File: config.mk
export PLATFORM = sky130hd
export DESIGN_NAME = conversor_bcd_sequencial
export DESIGN_NICKNAME = d
export VERILOG_FILES = /design/src/rtl/conversor_pkg.sv /design/src/rtl/ajuste_bcd_digito.sv /design/src/rtl/conversor_bcd_sequencial.sv
export SDC_FILE = /design/constraint.sdc
export NUM_CORES = 1
export LEC_CHECK = 0
export BUFFER_PORTS_ARGS = -buffer_cell sky130_fd_sc_hd__buf_2
export CAP_MARGIN = 20
export CORE_AREA = 5 5 96 62
export DETAILED_ROUTE_END_ITERATION = 16
export DIE_AREA = 0 0 101 67
export PLACE_DENSITY = 0.63
export REMOVE_ABC_BUFFERS = 1
export SYNTH_ARGS = -nofsm -noshare
export SYNTH_HDL_FRONTEND = slang
export SYNTH_SLANG_ARGS = --single-unit
File: constraint.sdc
create_clock -name clk -period 1.65 [get_ports clk]
set_clock_uncertainty 0.2 [all_clocks]
set_input_delay 0.165 -clock clk [delete_from_list [all_inputs] [get_ports clk]]
set_output_delay 0.165 -clock clk [all_outputs]
set_load 0.005 [all_outputs]
File: src/rtl/conversor_pkg.sv
// Shared types and constants for the sequential binary-to-BCD converter.
package conversor_pkg;

   typedef enum logic [1:0] {OCIOSO, DESLOCA, FIM} estado_t;

   localparam int unsigned N_DIGITOS   = 3;
   localparam int unsigned LARGURA_MAX = 9;

   typedef logic [3:0] digito_t;

endpackage

File: src/rtl/ajuste_bcd_digito.sv
// Double-dabble correction for one BCD digit: adds 3 when the digit is 5 or more.
module ajuste_bcd_digito
   import conversor_pkg::*;
(
   input  digito_t entrada,
   output digito_t saida
);

   assign saida = (entrada >= 4'd5) ? entrada + 4'd3 : entrada;

endmodule

File: src/rtl/conversor_bcd_sequencial.sv
// Multi-cycle shift-add-3 binary-to-BCD converter with start/done handshake.
// Optional signed operand support is enabled with the CONV_SINAL_EN macro.
module conversor_bcd_sequencial
   import conversor_pkg::*;
#(
   parameter int unsigned LARGURA = 8
) (
   input  logic               clk,
   input  logic               rst_n,
   input  logic               inicio,
   input  logic [LARGURA-1:0] valor_binario,
   output logic               ocupado,
   output logic               pronto,
   output digito_t            centena_out,
   output digito_t            dezena_out,
   output digito_t            unidade_out
`ifdef CONV_SINAL_EN
   ,
   output logic               sinal_negativo
`endif
);

   localparam int unsigned LARG_CONT = $clog2(LARGURA + 1);
   localparam int unsigned LARG_ACC  = 4 * N_DIGITOS;

   estado_t                estado_q, estado_d;
   logic [LARG_ACC-1:0]    acc_q, acc_d, acc_ajustado;
   logic [LARGURA-1:0]     desloc_q, desloc_d, magnitude;
   logic [LARG_CONT-1:0]   contador_q, contador_d;
   logic                   atualiza;
   logic                   pronto_q;
   digito_t                centena_q, dezena_q, unidade_q;

   for (genvar i = 0; i < N_DIGITOS; i++) begin : g_ajuste
      ajuste_bcd_digito u_ajuste (
         .entrada (acc_q[4*i +: 4]),
         .saida   (acc_ajustado[4*i +: 4])
      );
   end

`ifdef CONV_SINAL_EN
   logic sinal_q, sinal_d, sinal_out_q;

   // Two's-complement negation; the most negative value wraps to its unsigned magnitude.
   assign magnitude = valor_binario[LARGURA-1] ? (~valor_binario + 1'b1) : valor_binario;
   assign sinal_d   = (estado_q == OCIOSO && inicio) ? valor_binario[LARGURA-1] : sinal_q;
   assign sinal_negativo = sinal_out_q;

   always_ff @(posedge clk or negedge rst_n) begin
      if (!rst_n) begin
         sinal_q     <= 1'b0;
         sinal_out_q <= 1'b0;
      end else begin
         sinal_q <= sinal_d;
         if (atualiza) begin
            sinal_out_q <= sinal_q;
         end
      end
   end
`else
   assign magnitude = valor_binario;
`endif

   always_comb begin
      estado_d   = estado_q;
      acc_d      = acc_q;
      desloc_d   = desloc_q;
      contador_d = contador_q;
      atualiza   = 1'b0;
      unique case (estado_q)
         OCIOSO: begin
            if (inicio) begin
               desloc_d   = magnitude;
               acc_d      = '0;
               contador_d = LARG_CONT'(LARGURA);
               estado_d   = DESLOCA;
            end
         end
         DESLOCA: begin
            // Correct first, then shift the whole {accumulator, operand} pair.
            {acc_d, desloc_d} = {acc_ajustado, desloc_q} << 1;
            contador_d        = contador_q - LARG_CONT'(1);
            if (contador_q == LARG_CONT'(1)) begin
               estado_d = FIM;
            end
         end
         FIM: begin
            atualiza = 1'b1;
            estado_d = OCIOSO;
         end
         default: estado_d = OCIOSO;
      endcase
   end

   always_ff @(posedge clk or negedge rst_n) begin
      if (!rst_n) begin
         estado_q   <= OCIOSO;
         acc_q      <= '0;
         desloc_q   <= '0;
         contador_q <= '0;
         pronto_q   <= 1'b0;
         centena_q  <= '0;
         dezena_q   <= '0;
         unidade_q  <= '0;
      end else begin
         estado_q   <= estado_d;
         acc_q      <= acc_d;
         desloc_q   <= desloc_d;
         contador_q <= contador_d;
         pronto_q   <= atualiza;
         if (atualiza) begin
            centena_q <= acc_q[11:8];
            dezena_q  <= acc_q[7:4];
            unidade_q <= acc_q[3:0];
         end
      end
   end

   assign ocupado     = (estado_q != OCIOSO);
   assign pronto      = pronto_q;
   assign centena_out = centena_q;
   assign dezena_out  = dezena_q;
   assign unidade_out = unidade_q;

endmodule
==> reports/results.txt <==
status - finished, final reports clean
clock latency on the worst-skew pair - 290 ps
count of pins over their slew limit - 0
fill count - 470
first-pass GRT wire length - 6.98 mm
Routed WL - 4.00 mm
WS Path Type - register to primary output
final worst setup slack - 48.6 ps
Yosys warning total - 0
Max H-tree Level - 2
buffers added on ports - 24
grt total ovfl - 0
Synth cell types - 35
Pre-Repair DR Iteration Count - 4
Inserted Diodes - 0
Area growth syn-to-layout - 21.2%
gr usage total - 13.5%
dpl ws - -11.2 ps
Final HPWL DP - 2.81 mm
min Tclk post-route - 1600 ps
RD Place Congestion - 0.814
Core Region - 4930 um2
Tcrit/Tclk final - 97.1%
via-per-instance ratio - 4.99
Clock Pin Slew Worst Setup and Hold Paths - 70 ps
Final Hold Viols - 0
f_max - 624 MHz
site row count - 20
CTS tree - done
worst path cell trace - buf_6 > or2_2 > buf_2
clk root buf - clkbuf_8
instance area at placement - 2150 um2
Vias - 1,466
post-route design area - 2320 um2
Pwr per Cell Area - 1750 nW/um2
Crit. End Element - primary output
DR WL/cell - 13.6 um
Leakage - 1.13 nW
largest net degree at the start of global routing - 26
setup TNS - 0 ps
Die X - 101 um
Post-Syn Area per Cell - 10.0 um2
I/O pin count - 25
worst-path fanout max - 13
worst slew pin tran - 480 ps
post-synthesis sequential area ratio - 51.1%
Required @ worst endpoint - 1280 ps
Worst path max stage delay - 400 ps
Synth Instances - 191
Finish-stage setup viols - 0
Worst setup SP type - register
maximum VDD drop - 0.000486 V
Seq cells post-synth - 39
Initial Util - 38.8%
crit path DAT - 1240 ps
Detail Route Antenna Nets - 0
Max transition margin - 68.0%
DRT iter0 DRCs - 45
TritonCTS Buffers - 5
clock sinks - 39
Die ar. - 6770 um2
DRC viols - 0
clk buf depth - 2
maxcap violations - 0
Post-layout nets - 246
Hold Crit Class - input pin to register
Post-Syn Area - 1910 um2
initial antenna violation count - 0
vias in the first global route - 1,517
die height - 67 um
share of layout cells above drive strength 1 - 26.3%
Worst path slowest cell - dfrtp_1
## sequential cells by signal, summed over array words and instances, names as in the netlist
signal	flops
acc_q	12
centena_out	4
contador_q	4
desloc_q	8
dezena_out	4
estado_q	2
pronto	1
unidade_out	4
## synth_stat cells
library cell   n  area [um2]
a21oi_1        8        40.0
a22o_1         1        8.76
a2bb2oi_1      1        8.76
a31oi_1        1        6.26
a32o_1         3        30.0
and3_1         1        6.26
and3b_1        7        61.3
buf_2          4        20.0
buf_4          3        22.5
buf_6          1        11.3
clkbuf_1       1        3.75
clkbuf_2       2        10.0
dfrtp_1       39         976
ha_1           8         100
inv_1         16        60.1
mux2_2         1        11.3
mux2i_1        1        10.0
nand2_1       29         109
nand2b_1       5        31.3
nor2_1         3        11.3
nor2b_1        4        25.0
nor3_1         1        5.00
o2111ai_1      6        52.6
o211ai_1       3        22.5
o21a_1         3        22.5
o21ai_0       24         120
o21ba_2        1        10.0
o21bai_1       1        7.51
o221ai_1       3        26.3
o22ai_1        1        6.26
o31ai_1        3        22.5
o32ai_1        2        17.5
or2_2          1        6.26
or2b_4         1        11.3
xnor2_1        2        17.5
## worst max-delay path: cells and delay by family (launching register included)
kind / cells / cell delay [ps]
buf+inv: 2 / 280
flops: 1 / 400
simple gates: 1 / 270
## routing by layer
metal  GRT usage (%)  part of all wire, %  vias to the layer above
met2            20.2                   43                       24
met1            17.6                   51                      693
met5               0                    0                        -
met3            3.97                  4.0                       10
met4            6.80                  2.2                        0
li1                -                    -                      739
## cells by family (layout without fill, tap and decap cells)
kind of cell    count (synthesis)  after routing  share of synthesized area, %
compound gates                 61             61                          21.0
xor+xnor                        2              2                         0.917
fa+ha+maj                       8              8                          5.24
buf+inv                        27             64                          6.68
flops                          39             39                          51.1
mux                             2              2                          1.11
simple gates                   52             52                          13.9
## where the power goes
part | internal, W | switching, W | total (W) | leakage [nW]
Combinational | 0.000896 | 0.000957 | 0.00185 | 0.578
Clock | 0.000297 | 0.000329 | 0.000625 | 0.0422
Sequential | 0.00133 | 0.000254 | 0.00158 | 0.509
## per-stage QoR
step | std cells | hold slack (ps) | total power (W) | utilization (%)
after floorplan | 180 | -331 | 0.00269 | -
after global placement | 281 | -60.0 | 0.00327 | 43.7
after detailed placement | 281 | -48.4 | 0.00330 | 43.7
after CTS | 292 | 72.3 | 0.00399 | 46.1
after global routing | 294 | 94.0 | 0.00443 | 47.0
final | 294 | 75.6 | 0.00406 | 47.0
## layout make-up
type                       count  area, um2  area share, %
timing repair buffer          40        275           11.9
clock buffer                   7       76.3           3.30
sequential                    39        977           42.2
tap                           66       82.6           3.57
inverter                      16       60.1           2.59
multi-input combinational    125        840           36.3
clock inverter                 1       5.00          0.216
## layout by cell type, fill, tap and decap left out, drive strengths merged, types with 4 or more instances in the layout
master and instances:
dfrtp 39, buf 39, nand2 29, o21ai 24
inv 16, a21oi 8, ha 8, and3b 7
clkbuf 7, o2111ai 6, nand2b 5, nor2b 4
## path summary, 6_finish.rpt
path | end | slack [ps] | depth (start not counted) | start
worst max register to register | acc_q[5]$_DFFE_PN0P_ | 90 | 5 | acc_q[5]$_DFFE_PN0P_
min in group asynchronous | unidade_out[1]$_DFFE_PN0P_ | 160 | 2 | rst_n
max in group asynchronous | estado_q[1]$_DFFE_PN0P_ | 600 | 3 | rst_n
worst min register to register | dezena_out[2]$_DFFE_PN0P_ | 270 | 2 | dezena_out[2]$_DFFE_PN0P_
worst min-delay path | desloc_q[5]$_DFFE_PN0P_ | 80 | 4 | valor_binario[5]
worst max-delay path | ocupado | 50 | 3 | estado_q[0]$_DFFE_PN0P_
## what timing repair did
action | CTS | global route
setup endpoints to repair | 2 | 8
hold buffers | 1 | 0
resized for setup | 3 | 11
hold endpoints to repair | 39 | 0
gates cloned | 0 | 0
buffers inserted | 2 | 2
Note: power is estimated with default switching activity, not from simulation.
